$ cat src/rtl/rx_byte_assembler.sv
// Assembles NRZI-decoded serial bits into bytes: removes stuff bits and counts bytes.
// It also flags framing errors. Define RX_PID_CHECK_EN to check the first byte of each packet as a PID.
module rx_byte_assembler #(
  parameter int CNT_W = 11
) (
  input  logic             Rx_Byte_Assembler_Clk,
  input  logic             Reset,
  input  logic             Syn_In,
  input  logic             SE0_In,
  input  logic             Rx_Byte_Assembler_Data_In,
  output logic [7:0]       Byte_Out,
  output logic             Byte_Valid,
  output logic [CNT_W-1:0] Byte_Count,
  output logic             Pkt_End,
  output logic             Rx_Err,
  output logic [1:0]       State_Dbg
);

  typedef enum logic [1:0] {
    IDLE = 2'd0,
    RECV = 2'd1,
    ERR  = 2'd2
  } state_e;

  localparam logic [CNT_W-1:0] CNT_MAX = '1;

  state_e           state_q, state_d;
  logic [7:0]       shift_q, shift_d;
  logic [2:0]       bit_idx_q, bit_idx_d;
  logic [2:0]       ones_q, ones_d;
  logic [7:0]       byte_q, byte_d;
  logic             valid_q, valid_d;
  logic [CNT_W-1:0] count_q, count_d;
  logic             pkt_end_q, pkt_end_d;
  logic             err_q, err_d;
  logic             syn_prev_q;

  logic       syn_rise;
  logic       stuff_slot;
  logic       byte_done;
  logic       take_bit;
  logic [7:0] shifted;

  assign syn_rise   = Syn_In & ~syn_prev_q;
  assign shifted    = {Rx_Byte_Assembler_Data_In, shift_q[7:1]};
  assign stuff_slot = (ones_q == 3'd6);
  assign byte_done  = (bit_idx_q == 3'd7) && !stuff_slot;
  // On an SE0 cycle the line bit is dropped, except when it would be the
  // 8th bit of a byte: that byte completes before end of packet is judged.
  assign take_bit   = !SE0_In || byte_done;

`ifdef RX_PID_CHECK_EN
  logic pid_bad;
  assign pid_bad = (count_q == '0) && (shifted[3:0] != ~shifted[7:4]);
`endif

  always_comb begin
    state_d   = state_q;
    shift_d   = shift_q;
    bit_idx_d = bit_idx_q;
    ones_d    = ones_q;
    byte_d    = byte_q;
    valid_d   = 1'b0;
    count_d   = count_q;
    pkt_end_d = 1'b0;
    err_d     = err_q;
    case (state_q)
      IDLE: begin
        if (syn_rise) begin
          state_d   = RECV;
          shift_d   = 8'h00;
          bit_idx_d = 3'd0;
          ones_d    = 3'd0;
          count_d   = '0;
          err_d     = 1'b0;
        end
      end
      RECV: begin
        if (take_bit) begin
          if (stuff_slot) begin
            if (Rx_Byte_Assembler_Data_In) begin
              err_d   = 1'b1;
              state_d = ERR;
            end else begin
              ones_d = 3'd0;
            end
          end else begin
            shift_d   = shifted;
            ones_d    = Rx_Byte_Assembler_Data_In ? ones_q + 3'd1 : 3'd0;
            bit_idx_d = bit_idx_q + 3'd1;
            if (byte_done) begin
              if (count_q == CNT_MAX) begin
                err_d   = 1'b1;
                state_d = ERR;
              end else begin
                byte_d  = shifted;
                valid_d = 1'b1;
                count_d = count_q + 1'b1;
`ifdef RX_PID_CHECK_EN
                if (pid_bad) begin
                  err_d   = 1'b1;
                  state_d = ERR;
                end
`endif
              end
            end
          end
        end
        if (SE0_In) begin
          state_d = IDLE;
          if (!err_d && bit_idx_d == 3'd0 && count_d != '0) begin
            pkt_end_d = 1'b1;
          end else begin
            err_d = 1'b1;
          end
        end
      end
      ERR: begin
        if (SE0_In) begin
          state_d = IDLE;
        end
      end
      default: state_d = IDLE;
    endcase
  end

  // syn_prev_q resets high so a Syn_In level held through reset is not a start.
  always_ff @(posedge Rx_Byte_Assembler_Clk or posedge Reset) begin
    if (Reset) begin
      state_q    <= IDLE;
      shift_q    <= 8'h00;
      bit_idx_q  <= 3'd0;
      ones_q     <= 3'd0;
      byte_q     <= 8'h00;
      valid_q    <= 1'b0;
      count_q    <= '0;
      pkt_end_q  <= 1'b0;
      err_q      <= 1'b0;
      syn_prev_q <= 1'b1;
    end else begin
      state_q    <= state_d;
      shift_q    <= shift_d;
      bit_idx_q  <= bit_idx_d;
      ones_q     <= ones_d;
      byte_q     <= byte_d;
      valid_q    <= valid_d;
      count_q    <= count_d;
      pkt_end_q  <= pkt_end_d;
      err_q      <= err_d;
      syn_prev_q <= Syn_In;
    end
  end

  assign Byte_Out   = byte_q;
  assign Byte_Valid = valid_q;
  assign Byte_Count = count_q;
  assign Pkt_End    = pkt_end_q;
  assign Rx_Err     = err_q;
  assign State_Dbg  = state_q;

endmodule

$ cat config.mk
export PLATFORM = sky130hd
export DESIGN_NAME = rx_byte_assembler
export DESIGN_NICKNAME = d
export VERILOG_FILES = /design/src/rtl/rx_byte_assembler.sv
export SDC_FILE = /design/constraint.sdc
export NUM_CORES = 1
export LEC_CHECK = 0
export ABC_AREA = 1
export BUFFER_PORTS_ARGS = -buffer_cell sky130_fd_sc_hd__buf_4
export CORE_UTILIZATION = 55
export CTS_CLUSTER_DIAMETER = 50
export DETAILED_ROUTE_END_ITERATION = 8
export PLACE_DENSITY = 0.86
export SYNTH_ARGS = -nofsm -noshare
export SYNTH_HDL_FRONTEND = slang
export SYNTH_SLANG_ARGS = --single-unit
$ cat constraint.sdc
create_clock -name Rx_Byte_Assembler_Clk -period 2.2 [get_ports Rx_Byte_Assembler_Clk]
set_clock_uncertainty 0.1 [all_clocks]
set_input_delay 0 -clock Rx_Byte_Assembler_Clk [delete_from_list [all_inputs] [get_ports Rx_Byte_Assembler_Clk]]
set_output_delay 0 -clock Rx_Byte_Assembler_Clk [all_outputs]
set_load 0.01 [all_outputs]
# == Word level (Yosys, flattened, before mapping) ==
# Cells that the tools add are included.
# totals
ff_bits,39
out_inout_bits,24
# op_classes
n_addsub,3
bitwise,4
eq_ne,14
reduce_logical,16
n_mux,48
# op_table
cell,n
$mux 11,6
$mux 3,8
$mux 8,3
$pmux 11 s2,1
$mux 1,17
$mux 2,8
$pmux 8 s2,1
$ne 4x4->1 const B,3
$pmux 3 s2,2
$add 11x1->11 const B,1
$eq 11x11->1 const B,1
$reduce_bool 11->1,1
$ne 2x2->1 const B,4
$reduce_and 4->1,2
$add 3x1->3 const B,2
$eq 3x3->1 const B,2
$ne 3x3->1 const B,2
$pmux 2 s3,1
$reduce_and 6->1,1
$reduce_and 5->1,1
$logic_and 1x1->1,3
$logic_not 1->1,3
$logic_not 3->1,1
$not 1->1,3
8 further kinds,8

# == Logic depth before layout (Yosys ltp) ==
# Gate-level depths: netlist of the first run.
# depth
depth_word,13
ltp_mapped,15

# == Worst setup path after synthesis of the first run ==
# Ideal clock, no wire load.
# synth_timing
path_kind,flip-flop to flip-flop
startpoint,register bit_idx_q[0]
endpoint,"register err_q, in the netlist Rx_Err"
period_less_slack_ps,1794
required_time_ps,2035
arrival_ps,1629
stages_incl_launch_ff,15
path_slack_ps,406
setup_time_ps,65
path_cell_list,dfrtp_1 > ha_1 > ha_1 > nand2_4 > inv_2 > buf_6 > nand3_2 > nand2_1 > nor2_2 > nand3_1 > nor2_1 > nand3_1 > nand2_1 > nand2_1 > nand2_1
# synth_between
elab_chain_cells,12
elab_cells_between_ends,23
cone_classes,add/sub: 1; eq/ne: 1; mux: 14; reduce/logical: 7
# synth_lines
element,line_no,rtl
from (decl),29,"logic [2:0] bit_idx_q, bit_idx_d;"
from (signal assigned),143,bit_idx_q <= bit_idx_d;
branches (longest 10 deep; another with $add 3x1->3),-,
$mux 1 *,109,if (SE0_In) begin
$pmux 1 s2 *,67,case (state_q)
to (signal assigned),149,err_q <= err_d;
to (decl),35,"logic err_q, err_d;"
# Every way passes the cells marked *. The select of a mux whose other input is x is not followed.
# A chain may end at the register's enable or synchronous reset.

# == Final worst setup path of the first run ==
# layout_timing
startpoint,register ones_q[0]
endpoint,"register err_q, in the netlist Rx_Err"
# layout_between
elab_chain_cells,13
elab_cells_between_ends,23
cone_classes,eq/ne: 1; mux: 14; reduce/logical: 8
# layout_lines
element,line_no,rtl
from (decl),30,"logic [2:0] ones_q, ones_d;"
from (signal assigned),144,ones_q <= ones_d;
$eq 3x3->1 *,46,assign stuff_slot = (ones_q == 3'd6);
branches (longest 10 deep; another with $mux 11),-,
$mux 1 *,109,
$pmux 1 s2 *,67,
# Marks and branches as above.

==> results of run 1 <==
-- worst paths after layout --
check                               to
min in group asynchronous      Pkt_End
max reg2reg                     Rx_Err
max                             Rx_Err
min reg2reg                Byte_Out[3]
max in group asynchronous   syn_prev_q
min                         syn_prev_q
-- state kept, by name, summed over array words and instances (netlist names) --
register	count
Byte_Out	8
Rx_Err	1
shift_q	7
syn_prev_q	1
State_Dbg	2
bit_idx_q	3
Byte_Count	11
ones_q	3
Byte_Valid	1
Pkt_End	1
-- through the flow --
stage               utilization, %  instance area [µm²]  TNS, ps  total power [mW]
floorplan                        -                 2090        0              1.79
global placement              64.0                 2340        0              2.14
detailed placement            64.0                 2340     -125              2.18
CTS                           69.1                 2530        0              2.92
global route                  69.8                 2550        0              3.15
finish                        69.8                 2550        0              2.95
-- where the power goes --
part | switching (mW) | leakage [nW] | internal (mW) | total [mW]
Sequential | 0.208 | 0.512 | 0.866 | 1.07
Clock | 0.255 | 0.0683 | 0.454 | 0.709
Combinational | 0.678 | 0.638 | 0.488 | 1.17
-- worst max-delay path, cell delays in order, from the launching register on --
cell and delay [ps]:
dfrtp_1 410, inv_1 80, ha_1 220, nand2_2 140, nand2_4 90, inv_2 190, nand2_1 90, o21ai_1 200
inv_1 60, nand3_1 80, nor2_1 50, nand3_1 60, nand2_1 70, nand2_1 60, nand2_1 40
-- cell families (layout without fill, tap and decap cells) --
| family | after synthesis | in the layout | share of synthesized area [%] |
|---|---|---|---|
| AND/OR/NAND/NOR | 107 | 107 | 25.2 |
| AO/OA/AOI/OAI | 49 | 49 | 14.6 |
| buffers and inverters | 48 | 87 | 9.56 |
| flip-flops | 38 | 38 | 45.5 |
| adder cells (fa/ha/maj) | 5 | 5 | 2.99 |
| XOR/XNOR | 4 | 4 | 1.67 |
| multiplexers | 1 | 1 | 0.478 |
-- layer usage --
metal / global-route usage [%] / vias to the layer above / routed length, µm / part of all wire, %
li1: - / 897 / - / -
met1: 33.1 / 868 / 2080 / 46
met2: 39.6 / 58 / 2180 / 48
met3: 5.80 / 5 / 245 / 5.4
met4: 8.24 / 0 / 33 / 0.73
met5: 0 / - / 0 / 0
-- cell usage in the layout, fill, tap and decap left out, drive strengths merged --
cell type,netlist,layout
a211oi,1,1
xor2,2,2
dfstp,1,1
nand4,2,2
nand3,27,27
inv,42,42
buf,4,33
xnor2,2,2
nor2,19,19
or2,1,1
dfrtp,37,37
o22ai,9,9
nor3,1,1
ha,5,5
o211ai,1,1
o21ai,30,30
nand3b,1,1
a21oi,7,7
nand2,56,56
clkbuf,2,5
a221oi,1,1
dlygate4sd3,0,4
mux2i,1,1
clkinv,0,1
bufinv,0,2
-- area by class of cell --
class                           count  share of cell area (%)
Clock buffer                        5                    2.69
Clock inverter                      3                    2.69
Inverter                           42                    6.17
Multi-Input combinational cell    166                    37.5
Sequential cell                    38                    37.3
Tap cell                           48                    2.35
Timing Repair Buffer               37                    11.3
-- timing repair --
item | 4_1_cts | 5_1_grt
setup endpoints to repair | 4 | 6
resized for setup | 1 | 5
hold buffers | 4 | 0
cloned | 0 | 0
setup buffers | 0 | 2
pin swaps | 0 | 1
endpoints found under the hold margin | 46 | 0
==> impl_metrics.toml, run 1 <==
[sta]
max_freq_mhz = 489
fin_crit_ps = 2050
rsz0062_at_grt = "false"
period_share_pct = 93.0
setup_viol = 0
timing.slew.headroom_pct = 68.4
worstMarginPinSlew_ps = 474
hold_ws_ps = 263
fin_ws_ps = 155
slew_violations = 0
hold_violations = 0

[synthesis]
synth_area_um2 = 2090
seq_area_frac_synth_pct = 45.5
synth-async-reset-ratio_pct = 100
synth_most_common_cell = "nand2_1"
yosysTopAreaCell = "dfrtp_1"
synth_edf_count = 0
synth_top_cells_by_count = "nand2_1 (49), inv_1 (38), dfrtp_1 (37)"
syn_inst = 252
synth_top_area_share_pct = 44.2
synth_nets = 262
synth_area_per_cell_um2 = 8.31
ys_types = 32
ys.flop_type = "dfrtp_1"
synth-seq-cells = 38
synth_top_cells_by_area = "dfrtp_1 (44%), nand2_1 (8.8%), inv_1 (6.8%), nand3_1 (5.7%), o21ai_0 (4.8%)"
synth_warnings = 0

[placed_design]
io_buffer_count = 28
pre_cts_ws_ps = -46.3
dp.cells = 325
place.gp.congestion = 0.890
dpl.hpwl_mm = 3.12

[power]
p_leak_nw = 1.22
powerDensity_nw_per_um2 = 1150
ir_drop_uv = 807

[critical_path]
crit-reg2reg-launch = "ones_q[0]"
regToRegSetupSlack_ps = 150
path_max_fanout = 12
end_kind = "flip-flop"
r2r_cells = 14
startpoint_type = "flip-flop"
worstPathArrival_ps = 2140
worst-setup-path-type = "reg -> reg"
cp.required_ps = 2290
crit_start = "ones_q[0]"

[drt]
drtIter0Drc = 72
ant_nets = 0
drtPass1Iterations = 4
via_per_inst = 5.39
drcViolationCount = 0
vias = 1828
wire_per_inst_um = 13.4
finalWirelength_mm = 4.54

[hold_path]
worstHoldStart = "Syn_In"
hp-class = "in -> reg"
holdPathStages = 2

[finish]
layout-drive-gt1-share_pct = 25.8
n_antenna_cell = 0
stdcell_count = 339
areaGrowthSynthToFinish_pct = 22.0
fill_cells = 289
seq_area_um2 = 952
nNetsFinal = 300
multi_input_area_um2 = 958

[floorplanning]
die_h_um = 63.7
pin_count = 29
rows = 22
start_util_pct = 57.2
die_w_um = 63.7
core-area_um2 = 3660
dieArea_um2 = 4060

[grt]
grt-ovfl-total = 0
grt_pass1_vias = 1692
antenna_found_initial = 0
grt_usage_pct = 24.9
grt_pass1_wl_mm = 7.77
grt_start_max_net_pins = 39

[job]
cap_violations = 0

[cts]
cts_sinks = 38
clockRootBuffer = "clkbuf_8"
tritoncts = "yes"
h-tree-depth = 2
clk_pin_slew_ps = 80
cts_made_buffers = 5
cts_max_path_buffers = 2
clock_latency_ps = 290

[run_status]
status = "complete, no violations"
Note: power is estimated with default switching activity, not from simulation.
==> run 2, diff against run 1 <==
Clock period 2.2 ns to 2.5 ns, I/O delays scaled along.
==> run 2 against run 1 <==
First-iteration DRC count is 26% higher. Flip-flop and latch count unchanged. Combinational power decreased by 17%. Worst setup slack improved by 230 ps. Non-clock buffer count down 3. Routed wire length fell by 8.4%. Clock-buffer cell count is the same. Core utilization is 0.89 points lower.
==> impl_metrics.toml, run 2 (synthesis gave the netlist of run 1 again) <==
[grt]
grt_pass1_wl_mm = 7.29
grt_usage_pct = 23.2
grt-ovfl-total = 0
grt_pass1_vias = 1682
grt_start_max_net_pins = 22
antenna_found_initial = 0

[drt]
ant_nets = 0
drtIter0Drc = 91
finalWirelength_mm = 4.16
drtPass1Iterations = 4
wire_per_inst_um = 12.4
vias = 1743
drcViolationCount = 0
via_per_inst = 5.19

[sta]
tns_ps = 0
worstMarginPinSlew_ps = 639
setup_viol = 0
hold_ws_ps = 258
slew_violations = 0
max_freq_mhz = 474
period_share_pct = 84.5
fin_crit_ps = 2110
rsz0062_at_grt = "false"
timing.slew.headroom_pct = 57.3
hold_violations = 0

[floorplanning]
core-area_um2 = 3660
die_h_um = 63.7
pin_count = 29
die_w_um = 63.7
start_util_pct = 57.2
rows = 22
dieArea_um2 = 4060

[placed_design]
dpl.hpwl_mm = 2.96
dp.cells = 324
io_buffer_count = 28
place.gp.congestion = 0.873
place_area_um2 = 2340

[cts]
clk_pin_slew_ps = 80
cts_sinks = 38
h-tree-depth = 2
cts_max_path_buffers = 2
clock_latency_ps = 290
clockRootBuffer = "clkbuf_8"
postCtsSetupRepairBufs = 0
cts_made_buffers = 5
tritoncts = "yes"

[run_status]
status = "complete, no violations"

[power]
ir_drop_uv = 587
p_leak_nw = 1.20
powerDensity_nw_per_um2 = 1000

[finish]
mostFrequentLayoutCell = "nand2_1"
seq_area_um2 = 952
multi_input_area_um2 = 948
fill_cells = 292
stdcell_count = 336
most-common-layout-cells = "nand2_1 (49), inv_1 (38), dfrtp_1 (37)"
nNetsFinal = 297
largest_reg_flops = 11
layout-drive-gt1-share_pct = 24.7
areaGrowthSynthToFinish_pct = 20.4
n_antenna_cell = 0
final_core_util_pct = 68.9
finalInstanceArea_um2 = 2520

[critical_path]
worst-setup-path-type = "reg -> reg"
critical-path-slowest-cell = "a211oi_4"
cpMostUsedCell = "inv_1"
startpoint_type = "flip-flop"
worstPathArrival_ps = 2220
cpPeakStageDelay_ps = 460
path_max_fanout = 14
cp.required_ps = 2610
end_kind = "flip-flop"
path_cells = "inv_1 -> ha_1 -> nand2_2 -> nand2_4 -> nand2_1 -> inv_1 -> a211oi_4 -> nand3_1 -> mux2i_1"

[hold_path]
hp-class = "in -> async"

[job]
cap_violations = 0
run 2: final cells by class:
class / instances / share of cell area (%)
clock inverter: 3 / 2.73
timing repair buffer: 34 / 10.5
sequential: 38 / 37.8
inverter: 42 / 6.25
clock buffer: 5 / 2.73
multi-input combinational: 166 / 37.6
tap: 48 / 2.38
run 2: routing by layer:
layer	track usage [%]	wire (µm)	part of all wire [%]	vias up
met5	0	0	0	-
li1	-	-	-	895
met3	4.53	240	5.8	5
met1	31.8	2020	49	787
met4	9.38	28	0.67	0
met2	35.9	1870	45	56
run 2: path summary, 6_finish.rpt:
| kind | startpoint | end | slack [ps] | cells past startpoint |
|---|---|---|---|---|
| max | ones_q[0] | ones_q[0] | 390 | 9 |
| min | Reset | Byte_Out[1] | 260 | 3 |
| max reg2reg | ones_q[0] | ones_q[0] | 390 | 9 |
| min reg2reg | Byte_Out[0] | Byte_Out[0] | 390 | 2 |
| max in group asynchronous | Reset | syn_prev_q | 1270 | 4 |
| min in group Rx_Byte_Assembler_Clk | Syn_In | syn_prev_q | 270 | 2 |
run 2: critical path: cells and delay by family, from the launching register on:
family                   cells  cell delay [ps]
AND/OR/NAND/NOR              4              530
AO/OA/AOI/OAI                1              460
flip-flops                   1              400
adder cells (fa/ha/maj)      1              200
multiplexers                 1              190
buffers and inverters        2              150
run 2: metrics by stage:
stage | total power [mW] | worst slack, ps
6_report | 2.53 | 388
5_1_grt | 2.71 | 215
4_1_cts | 2.52 | 189
3_5_place_dp | 1.89 | 274
3_3_place_gp | 1.87 | 340
2_1_floorplan | 1.58 | 706
run 2: power breakdown:
group / internal [mW] / switching (mW)
Clock: 0.400 / 0.220
Sequential: 0.762 / 0.176
Combinational: 0.397 / 0.570
Total: 1.56 / 0.966
run 2: what timing repair did:
item	4_1_cts	5_1_grt
endpoints found under the setup margin	0	3
gates resized for setup	0	1
hold buffers	4	0
endpoints found under the hold margin	23	0
==> run 3, diff against run 2 <==
Settings changed: CORE_UTILIZATION 55 to 51, PLACE_DENSITY 0.86 to 0.84.
Clock period 2.5 ns to 1.9 ns, I/O delays scaled along.
==> run 3 against run 2 <==
Clock-buffer cell count did not move. Core utilization up 3.2 points. Power is 43% higher. First-iteration DRC count rose by 91%. Sequential power grew 29%. Largest cell class is now multi-input gates.
==> impl_metrics.toml, run 3 (synthesis gave the netlist of run 1 again) <==
[cts]
clock_latency_ps = 290
cts_sinks = 38
clk_pin_slew_ps = 80
tritoncts = "yes"
cts_max_path_buffers = 2
cts_made_buffers = 5
h-tree-depth = 2
clockRootBuffer = "clkbuf_8"

[sta]
max_freq_mhz = 528
timing.slew.headroom_pct = 69.2
rsz0062_at_grt = "true"
worstMarginPinSlew_ps = 462
slew_violations = 0
period_share_pct = 99.6
setup_viol = 0
tns_ps = 0
fin_crit_ps = 1890
hold_violations = 0

[job]
cap_violations = 0

[grt]
antenna_found_initial = 0
grt_start_max_net_pins = 39
grt_pass1_vias = 1703
grt-ovfl-total = 0
grt_usage_pct = 22.7
grt_pass1_wl_mm = 7.49

[critical_path]
critical-path-slowest-cell = "dfrtp_1"
cpPeakStageDelay_ps = 360
cp.required_ps = 1990
r2r_cells = 11
r2r_end = "Pkt_End"
path_max_fanout = 5
cp_top_family = "simple AND/OR/NAND/NOR gates"
end_kind = "flip-flop"
crit-reg2reg-launch = "bit_idx_q[1]"
path_cells = "ha_2 -> ha_4 -> nand2_8 -> nor2_4 -> nand2_2 -> o21ai_2 -> nand3_2 -> nor2_1 -> nand3_1 -> nand2_2 -> nor2_1"
worst-setup-path-type = "reg -> reg"
regToRegSetupSlack_ps = 8
critPathBufInv = 0
worstPathArrival_ps = 1980
startpoint_type = "flip-flop"

[floorplanning]
die_w_um = 66.1
pin_count = 29
core-area_um2 = 3800
rows = 22
start_util_pct = 55.1
die_h_um = 66.1
dieArea_um2 = 4360

[placed_design]
dp.cells = 334
io_buffer_count = 28
dpl.hpwl_mm = 3.19
place_area_um2 = 2410
place.gp.congestion = 0.854

[power]
powerDensity_nw_per_um2 = 1320
p_leak_nw = 1.31
ir_drop_uv = 626

[drt]
wire_per_inst_um = 14.1
drcViolationCount = 0
finalWirelength_mm = 4.95
ant_nets = 0
drtIter0Drc = 174
drtPass1Iterations = 7
via_per_inst = 5.46
vias = 1910

[hold_path]
worstHoldStart = "Syn_In"
hp-class = "in -> reg"
min_to = "syn_prev_q"
holdPathStages = 2

[finish]
n_antenna_cell = 0
areaGrowthSynthToFinish_pct = 30.8
stdcell_count = 350
finalInstanceArea_um2 = 2740
most-common-layout-cells = "nand2_1 (46), buf_4 (42), inv_1 (38)"
fill_cells = 253
largest_reg_flops = 11
layout-drive-gt1-share_pct = 33.8
final_core_util_pct = 72.1
mostFrequentLayoutCell = "nand2_1"
nNetsFinal = 311

[run_status]
status = "complete, no violations"
[run 3: changes by cell type in the layout (fill, tap and decap cells not counted), sizes merged]
cell / change
inv: +1
buf: +13
[run 3: layout make-up]
| cell class | instances | area, µm² | share of cell area (%) |
|---|---|---|---|
| multi-input cells | 166 | 1050 | 38.3 |
| flip-flops and latches | 38 | 952 | 34.8 |
| repair buffers | 47 | 367 | 13.4 |
| inverters | 42 | 165 | 6.03 |
| clock buffers | 5 | 68.8 | 2.51 |
| clock inverters | 3 | 68.8 | 2.51 |
| well taps | 48 | 60.1 | 2.19 |
| repair inverters | 1 | 6.26 | 0.229 |
[run 3: power by group]
part           switching (mW)  leakage (nW)  internal [mW]
combinational           0.890         0.733          0.682
sequential              0.211         0.512           1.00
clock                   0.303        0.0683          0.526
total                    1.40          1.31           2.21
[run 3: worst max path at each step]
stage	start	to	cells past startpoint
floorplan	bit_idx_q[0]	Rx_Err	14
global placement	bit_idx_q[0]	Rx_Err	11
detailed placement	bit_idx_q[0]	Rx_Err	11
CTS	bit_idx_q[1]	Rx_Err	13
global route	bit_idx_q[0]	Rx_Err	12
finish	bit_idx_q[1]	Pkt_End	11
[run 3: per-layer routing]
layer	GRT usage, %	wire, µm	up-vias
met3	5.34	309	10
met4	8.51	71	0
met2	35.8	2370	80
met5	0	0	-
met1	30.2	2200	899
li1	-	-	921
[run 3: worst register-to-register path, cell delays in order (launching register included)]
cell     delay (ps)
dfrtp_1         360
ha_2            200
ha_4            170
nand2_8          90
nor2_4          180
nand2_2         110
o21ai_2         170
nand3_2         110
nor2_1           90
nand3_1          90
nand2_2          80
nor2_1           50
[run 3: what timing repair did]
action                     CTS  global route
pin swaps                    0            11
setup endpoints to repair    2            12
cloned                       0             1
hold endpoints to repair    46             0
hold buffers                 4             0
resized for setup            3            28
setup buffers                0             3
[run 3: metrics by stage]
stage / hold slack, ps / power, mW / setup WS, ps
2_1_floorplan: -95.5 / 2.07 / 106
3_3_place_gp: 19.5 / 2.58 / 33.7
3_5_place_dp: 19.1 / 2.62 / -28.7
4_1_cts: 264 / 3.46 / 14.4
5_1_grt: 256 / 3.86 / -181
6_report: 269 / 3.62 / 7.80
